**config.mk**
```make
export PLATFORM = sky130hd
export DESIGN_NAME = iob_native_split
export DESIGN_NICKNAME = d
export VERILOG_FILES = /design/src/rtl/iob_native_split.sv
export SDC_FILE = /design/constraint.sdc
export NUM_CORES = 1
export LEC_CHECK = 0
export ABC_AREA = 1
export CAP_MARGIN = 20
export CORE_MARGIN = 1
export CORE_UTILIZATION = 43
export DETAILED_ROUTE_END_ITERATION = 12
export GPL_TIMING_DRIVEN = 0
export PLACE_DENSITY = 0.82
export SYNTH_ARGS = -nofsm -noshare
export SYNTH_HDL_FRONTEND = slang
export SYNTH_SLANG_ARGS = --single-unit
```
**constraint.sdc**
```tcl
create_clock -name clk_i -period 1.95 [get_ports clk_i]
set_input_delay 0.39 -clock clk_i [delete_from_list [all_inputs] [get_ports clk_i]]
set_output_delay 0.39 -clock clk_i [all_outputs]
set_load 0.05 [all_outputs]
```
**src/rtl/iob_native_split.sv**
```systemverilog
// CPU native-port to N-channel IOb splitter: one outstanding request, routed by address MSBs.
// Latency: write 2 cycles, read 3 cycles minimum; unmapped or timed-out accesses return err; cke_i=0 freezes everything.
module iob_native_split #(
  parameter int ADDR_W    = 32,
  parameter int DATA_W    = 32,
  parameter int N_SLAVES  = 2,
  parameter int SEL_W     = 1,
  parameter int TIMEOUT_W = 8
) (
  input  logic                       clk_i,
  input  logic                       arst_n_i,
  input  logic                       cke_i,
  input  logic                       nat_valid_i,
  input  logic [ADDR_W-1:0]          nat_addr_i,
  input  logic [DATA_W-1:0]          nat_wdata_i,
  input  logic [DATA_W/8-1:0]        nat_wstrb_i,
  output logic                       nat_ready_o,
  output logic [DATA_W-1:0]          nat_rdata_o,
  output logic                       nat_err_o,
  output logic [N_SLAVES-1:0]        iob_avalid_o,
  output logic [ADDR_W-1:0]          iob_addr_o,
  output logic [DATA_W-1:0]          iob_wdata_o,
  output logic [DATA_W/8-1:0]        iob_wstrb_o,
  input  logic [N_SLAVES*DATA_W-1:0] iob_rdata_i,
  input  logic [N_SLAVES-1:0]        iob_rvalid_i,
  input  logic [N_SLAVES-1:0]        iob_ready_i
);

  localparam int WSTRB_W = DATA_W / 8;
  localparam int SW      = (N_SLAVES > 1) ? SEL_W : 1;
  localparam int CNT_W   = (TIMEOUT_W > 0) ? TIMEOUT_W : 1;
  localparam logic [CNT_W-1:0] CNT_MAX  = '1;
  localparam logic [CNT_W-1:0] CNT_LAST = CNT_MAX - 1'b1;

  typedef enum logic [1:0] {IDLE, REQ, WAIT_R, RESP} state_t;

  state_t              state_q, state_d;
  logic [ADDR_W-1:0]   addr_q, addr_d;
  logic [DATA_W-1:0]   wdata_q, wdata_d;
  logic [WSTRB_W-1:0]  wstrb_q, wstrb_d;
  logic [SW-1:0]       sel_q, sel_d;
  logic [CNT_W-1:0]    cnt_q, cnt_d;
  logic [DATA_W-1:0]   rdata_q, rdata_d;
  logic                err_q, err_d;

  logic [SW-1:0]       sel;
  logic                sel_ok;
  logic                timeout;
  logic                rdy_sel;
  logic                rvld_sel;
  logic [DATA_W-1:0]   rdata_sel;

  if (N_SLAVES == 1) begin : g_single
    assign sel = '0;
  end else begin : g_multi
    assign sel = nat_addr_i[ADDR_W-1 -: SW];
  end

  assign sel_ok = (int'(sel) < N_SLAVES);

  // The counter saturates, so a read that only reached WAIT_R on the terminal
  // cycle still gets exactly one more cycle for its rvalid before erroring.
  if (TIMEOUT_W > 0) begin : g_timeout
    assign timeout = (cnt_q >= CNT_LAST);
  end else begin : g_no_timeout
    assign timeout = 1'b0;
  end

  always_comb begin
    rdy_sel   = 1'b0;
    rvld_sel  = 1'b0;
    rdata_sel = '0;
    for (int k = 0; k < N_SLAVES; k++) begin
      if (sel_q == SW'(k)) begin
        rdy_sel   = iob_ready_i[k];
        rvld_sel  = iob_rvalid_i[k];
        rdata_sel = iob_rdata_i[k*DATA_W +: DATA_W];
      end
    end
  end

  always_comb begin
    state_d = state_q;
    addr_d  = addr_q;
    wdata_d = wdata_q;
    wstrb_d = wstrb_q;
    sel_d   = sel_q;
    cnt_d   = cnt_q;
    rdata_d = rdata_q;
    err_d   = err_q;
    case (state_q)
      IDLE: begin
        if (nat_valid_i) begin
          addr_d  = nat_addr_i;
          wdata_d = nat_wdata_i;
          wstrb_d = nat_wstrb_i;
          sel_d   = sel;
          cnt_d   = '0;
          if (sel_ok) begin
            state_d = REQ;
            err_d   = 1'b0;
          end else begin
            state_d = RESP;
            err_d   = 1'b1;
            rdata_d = '0;
          end
        end
      end
      REQ: begin
        cnt_d = (cnt_q == CNT_MAX) ? cnt_q : cnt_q + 1'b1;
        if (rdy_sel) begin
          if (|wstrb_q) begin
            state_d = RESP;
            rdata_d = '0;
          end else begin
            state_d = WAIT_R;
          end
        end else if (timeout) begin
          state_d = RESP;
          err_d   = 1'b1;
          rdata_d = '0;
        end
      end
      WAIT_R: begin
        cnt_d = (cnt_q == CNT_MAX) ? cnt_q : cnt_q + 1'b1;
        if (rvld_sel) begin
          state_d = RESP;
          rdata_d = rdata_sel;
        end else if (timeout) begin
          state_d = RESP;
          err_d   = 1'b1;
          rdata_d = '0;
        end
      end
      RESP: begin
        state_d = IDLE;
      end
      default: begin
        state_d = IDLE;
      end
    endcase
  end

  always_ff @(posedge clk_i or negedge arst_n_i) begin
    if (!arst_n_i) begin
      state_q <= IDLE;
      addr_q  <= '0;
      wdata_q <= '0;
      wstrb_q <= '0;
      sel_q   <= '0;
      cnt_q   <= '0;
      rdata_q <= '0;
      err_q   <= 1'b0;
    end else if (cke_i) begin
      state_q <= state_d;
      addr_q  <= addr_d;
      wdata_q <= wdata_d;
      wstrb_q <= wstrb_d;
      sel_q   <= sel_d;
      cnt_q   <= cnt_d;
      rdata_q <= rdata_d;
      err_q   <= err_d;
    end
  end

  always_comb begin
    iob_avalid_o = '0;
    if (state_q == REQ) begin
      for (int k = 0; k < N_SLAVES; k++) begin
        iob_avalid_o[k] = (sel_q == SW'(k));
      end
    end
  end

  assign nat_ready_o = (state_q == RESP);
  assign nat_err_o   = nat_ready_o & err_q;
  assign nat_rdata_o = rdata_q;
  assign iob_addr_o  = addr_q;
  assign iob_wdata_o = wdata_q;
  assign iob_wstrb_o = wstrb_q;

endmodule
```
==> flow_summary.json, run 1 <==
{
  "post_cts_resized": 38,
  "ant_nets": 0,
  "wl_per_cell_microns": 15.8,
  "setup_tns_ns": 0,
  "place.port_buffers": 243,
  "layout_commonest_cell": "clkdlybuf4s50_1",
  "crit_arrival_ns": 1.52,
  "period_share_pct": 97.9,
  "vias": 5103,
  "skew_ns": 0.00789,
  "final_nets": 1010,
  "drt_iter0_markers": 270,
  "ys_warn_count": 0,
  "critPathLaunchType": "flip-flop",
  "slew_viol_final": 0,
  "postCtsSetupBuffers": 0,
  "syn_nets": 756,
  "ir_drop_mv": 0.747,
  "gr-usage-all-layers_pct": 25.1,
  "rows": 41,
  "power.total_w": 0.0154,
  "antenna_found_initial": 2,
  "slowest_delay_ns": 0.82,
  "cts_made_buffers": 9,
  "place_hpwl_microns": 12400,
  "first_pass_iters": 4,
  "ys_seq_area_share_pct": 50.0,
  "synth.cell_area_sq_mm": 0.00556,
  "ios": 244,
  "fmaxAchievable_ghz": 0.524,
  "vias_per_cell": 4.90,
  "core_area_sq_mm": 0.0126,
  "cts_tree": "yes",
  "synth_top_area_cell": "dfrtp_1",
  "grt_pass1_wl_microns": 25400,
  "regArea_sq_mm": 0.00278,
  "synth.distinct_cells": 31,
  "area_delta_synth_final_pct": 54.9,
  "power_leakage_nw": 4.46,
  "multi_input_area_sq_mm": 0.00242,
  "hp-class": "input port to async pin",
  "cts_root_buf": "clkbuf_16",
  "clkTransAtPathRegs_ns": 0.07,
  "grt_pass1_vias": 4966,
  "tightestPinTransition_ns": 0.602,
  "crit_chain": "clkdlybuf4s50_1",
  "rsz0062_at_grt": "false",
  "finalCriticalPeriod_ns": 1.91,
  "holdWs_ns": 0.0145,
  "grt_max_degree": 70,
  "ys_top_cells_by_area": "dfrtp_1, nand2_1, mux2_1",
  "endpoint_kind": "output port",
  "final_layout_size_suffix_gt1_share_pct": 14.2,
  "fin_cells": 1041,
  "cp.required_ns": 1.56,
  "wirelength_microns": 16400,
  "gp_congestion": 0.847,
  "worstSkewPairLatency_ns": 0.36,
  "initial_core_util_pct": 44.0,
  "synth_seq_cells": 111,
  "worst_path_max_delay_cell": "clkdlybuf4s50_1",
  "syn_area_per_cell_sq_um": 9.13,
  "synth_top_area_share_pct": 50.0,
  "htree_levels": 3,
  "synth_cells": 609,
  "hold_buffers": 0,
  "status": "finished, final reports clean",
  "die_w_microns": 116,
  "cts_buffer_depth": 2,
  "die-area_sq_mm": 0.0134,
  "fp.dieH_microns": 116,
  "fillers": 1006,
  "crit_type": "flip-flop to output port",
  "cts_sinks": 111,
  "critPathMaxFanout": 2,
  "grt_overflow": 0,
  "relSlewSlack_pct": 60.0,
  "dp.cells": 1025,
  "final_cell_mix": "clkdlybuf4s50_1, nand2_1, dfrtp_1",
  "max-cap-violations": 0,
  "setup_violations": 0,
  "critPathTopFamily": "buffers and inverters",
  "worstPathBufferInverterCount": 1,
  "drc_errors": 0,
  "p_per_area_mw_per_mm2": 1790,
  "hold_viol_final": 0
}
[report_power, final]
part / total [W] / switching (W) / internal, W / leakage, nW
logic: 0.00955 / 0.00638 / 0.00317 / 2.94
clock network: 0.00177 / 0.000866 / 0.000904 / 0.132
registers: 0.00405 / 0.000648 / 0.00340 / 1.39
[routing by layer]
layer  wire length (microns)  GRT usage (%)  part of all wire [%]  vias up
met5                       0              0                     0        -
met4                     476           11.3                   2.9        0
met3                    1500           8.58                   9.1       31
met2                    8190           43.8                    50      198
met1                    6280           27.8                    38     2397
li1                        -              -                     -     2477
[cells in the mapped netlist, drive strengths merged]
cell	instances
a21oi	33
clkbuf	7
o21ai	40
or2	26
buf	27
mux2	63
inv	50
nand2	152
nand4	14
ha	7
o21bai	2
xor2	2
dfrtp	111
nor2	42
xnor2	1
nand3	32
[path summary, 6_finish.rpt]
check	startpoint	end	slack [ns]	depth (start not counted)
worst max-delay path	iob_wdata_o[3]$_DFFE_PN0P_	iob_wdata_o[3]	0.04	1
max in group asynchronous	arst_n_i	cnt_q[2]$_DFFE_PN0P_	1.19	2
worst min register to register	iob_addr_o[23]$_DFFE_PN0P_	iob_addr_o[23]$_DFFE_PN0P_	0.49	1
min in group clk_i	iob_addr_o[23]$_DFFE_PN0P_	iob_addr_o[23]$_DFFE_PN0P_	0.49	1
worst min-delay path	arst_n_i	iob_addr_o[18]$_DFFE_PN0P_	0.01	1
worst max register to register	state_q[0]$_DFFE_PN0P_	iob_addr_o[19]$_DFFE_PN0P_	0.10	7
[through the flow]
step                      area, sq um  setup WS (ns)  utilization [%]
final                            8610         0.0401             68.2
after global routing             8610       0.000182             68.2
after CTS                        8480        -0.0268             67.2
after detailed placement         8230         -0.326             65.2
after global placement           8210          -3.84             65.0
after floorplan                  5560         0.0612                -
[layout make-up]
class	count	share of cell area, %
flip-flops and latches	111	32.3
repair buffers	244	29.4
multi-input cells	414	28.1
clock buffers	11	2.82
well taps	172	2.50
plain buffers	33	2.31
inverters	50	2.21
clock inverters	4	0.349
diodes	2	0.0581
[state kept, by name, summed over array words and instances, names as in the netlist]
signal	cells
err_q	1
iob_addr_o	32
iob_wdata_o	32
iob_wstrb_o	4
cnt_q	8
state_q	2
nat_rdata_o	32
[kinds of logic after synthesis]
logic type | Yosys count | share of synthesized area, %
compound gates | 75 | 7.05
flops | 111 | 50.0
xor+xnor | 3 | 0.473
mux | 63 | 12.8
simple gates | 266 | 21.3
fa+ha+maj | 7 | 1.58
buf+inv | 84 | 6.82
Note: power is estimated with default switching activity, not from simulation.
==> run 2, diff against run 1 <==
--- a/config.mk
+++ b/config.mk
@@ -8,10 +8,11 @@
 export ABC_AREA = 1
 export CAP_MARGIN = 20
 export CORE_MARGIN = 1
-export CORE_UTILIZATION = 43
+export CORE_UTILIZATION = 44
+export CTS_BUF_LIST = sky130_fd_sc_hd__clkbuf_4 sky130_fd_sc_hd__clkbuf_8
 export DETAILED_ROUTE_END_ITERATION = 12
 export GPL_TIMING_DRIVEN = 0
-export PLACE_DENSITY = 0.82
+export PLACE_DENSITY = 0.83
 export SYNTH_ARGS = -nofsm -noshare
 export SYNTH_HDL_FRONTEND = slang
 export SYNTH_SLANG_ARGS = --single-unit
==> run 2 against run 1 <==
Hold slack lost 0.0040 ns. Non-clock buffer count is the same. Power fell by 5.0%.
==> flow_summary.json, run 2 (synthesis results as in run 1) <==
{
  "place_hpwl_microns": 12600,
  "initial_core_util_pct": 45.7,
  "reg2reg_slack_ns": 0.12,
  "layout_commonest_cell": "nand2_1",
  "gp_congestion": 0.882,
  "first_pass_iters": 5,
  "cts_made_buffers": 9,
  "final_cell_mix": "nand2_1, clkdlybuf4s50_1, dfrtp_1",
  "hold_viol_final": 0,
  "seqPwrFrac_pct": 27.8,
  "power_leakage_nw": 4.48,
  "slew_viol_final": 0,
  "wirelength_microns": 16200,
  "crit_chain": "clkdlybuf4s50_1",
  "fp.dieH_microns": 114,
  "cts_tree": "yes",
  "antenna_found_initial": 0,
  "pre_cts_slack_ns": -0.327,
  "die-area_sq_mm": 0.0131,
  "timing.rr.end": "cnt_q[7]$_DFFE_PN0P_",
  "period_share_pct": 97.7,
  "worstPathBufferInverterCount": 1,
  "p_int_w": 0.00681,
  "grt_pass1_vias": 5122,
  "finalCriticalPeriod_ns": 1.91,
  "hold_buffers": 0,
  "holdWs_ns": 0.0105,
  "skew_ns": 0.00418,
  "combPwrFrac_pct": 63.4,
  "fin_ws_ns": 0.0448,
  "ios": 244,
  "clkTransAtPathRegs_ns": 0.10,
  "max-cap-violations": 0,
  "crit_type": "flip-flop to output port",
  "wl_per_cell_microns": 15.6,
  "power.share.switching_pct": 53.4,
  "ff2ff_path_depth": 10,
  "grt_pass1_wl_microns": 25200,
  "slowest_delay_ns": 0.80,
  "core_area_sq_mm": 0.0122,
  "worst_path_max_delay_cell": "clkdlybuf4s50_1",
  "critPathLaunchType": "flip-flop",
  "rows": 40,
  "place.port_buffers": 243,
  "cts_root_buf": "clkbuf_8",
  "ant_nets": 0,
  "setup_violations": 0,
  "hp-class": "input port to async pin",
  "gr-usage-all-layers_pct": 24.9,
  "cts_sinks": 111,
  "diodes": 0,
  "r2r_start": "state_q[0]$_DFFE_PN0P_",
  "die_w_microns": 114,
  "endpoint_kind": "output port",
  "grt_overflow": 0,
  "vias_per_cell": 4.90,
  "status": "finished, final reports clean",
  "p_clk_share_pct": 8.9,
  "htree_levels": 3,
  "p_switching_w": 0.00780,
  "drt_iter0_markers": 357,
  "worstSkewPairLatency_ns": 0.37,
  "cts_buffer_depth": 2,
  "grt_max_degree": 70,
  "ir_drop_mv": 0.825,
  "tightestPinTransition_ns": 0.592,
  "final_layout_size_suffix_gt1_share_pct": 14.6,
  "area_delta_synth_final_pct": 52.2,
  "drc_errors": 0,
  "vias": 5081,
  "place_area_sq_mm": 0.00823,
  "fmaxAchievable_ghz": 0.525,
  "relSlewSlack_pct": 60.6,
  "cp.required_ns": 1.56,
  "crit_arrival_ns": 1.52,
  "design_area_sq_mm": 0.00846,
  "critPathTopFamily": "buffers and inverters",
  "final_nets": 1010,
  "p_per_area_mw_per_mm2": 1730,
  "critPathMaxFanout": 2
}
[run 2: cell types whose count changed in the layout (fill, tap and decap cells not counted), moves of 3 or more]
cell	before	now
clkbuf_16	9	0
clkbuf_8	1	10
dlygate4sd2_1	20	58
buf_2	12	16
clkbuf_4	6	2
dlymetal6s2s_1	38	41
clkdlybuf4s50_1	180	139
[run 2: worst max-delay path by stage]
| stage | from | endpoint | slack [ns] | depth (start not counted) |
|---|---|---|---|---|
| after detailed placement | state_q[1]$_DFFE_PN0P_ | iob_avalid_o[0] | -0.33 | 5 |
| after floorplan | state_q[1]$_DFFE_PN0P_ | iob_avalid_o[0] | 0.06 | 4 |
| final | iob_wdata_o[13]$_DFFE_PN0P_ | iob_wdata_o[13] | 0.04 | 1 |
| after global routing | state_q[0]$_DFFE_PN0P_ | nat_rdata_o[1]$_DFFE_PN0P_ | -0.02 | 8 |
| after global placement | arst_n_i | iob_wdata_o[19]$_DFFE_PN0P_ | -3.63 | 1 |
| after CTS | state_q[1]$_DFFE_PN0P_ | iob_avalid_o[0] | -0.06 | 5 |
[run 2: per-stage QoR]
stage               cells  utilization (%)  setup TNS [ns]  power [W]
global placement     1020             67.4         -403.33     0.0135
finish               1036             69.6               0     0.0146
CTS                  1037             68.6         -0.0617     0.0147
detailed placement   1021             67.6           -2.73     0.0138
floorplan             609                -               0     0.0104
global route         1036             69.6         -0.0249     0.0154
[run 2: power by group through the flow]
stage               Sequential, W  Combinational [W]  Clock, W
floorplan                 0.00768            0.00273         0
global placement          0.00405            0.00948         0
detailed placement        0.00414            0.00968         0
CTS                       0.00407            0.00927   0.00132
global route              0.00419            0.00980   0.00144
finish                    0.00405            0.00925   0.00130
[run 2: cell type report]
cell class / instances / area, sq um
Inverter: 50 / 190
Timing Repair Buffer: 245 / 2490
Clock buffer: 10 / 138
Sequential cell: 111 / 2780
Multi-Input combinational cell: 414 / 2420
Clock inverter: 6 / 43.8
Tap cell: 168 / 210
Fill cell: 950 / 3700
Buffer: 32 / 184
[run 2: metal layers]
metal | global-route usage (%) | vias to the layer above | share of wire (%)
met5 | 0 | - | 0
met1 | 28.6 | 2369 | 39
met3 | 4.76 | 23 | 6.9
met2 | 45.7 | 212 | 52
met4 | 9.44 | 0 | 2.0
li1 | - | 2477 | -
[run 2: repair_timing]
item | CTS | global route
setup buffers | 0 | 1
resized for setup | 78 | 53
hold endpoints to repair | 0 | 0
setup endpoints to repair | 62 | 134
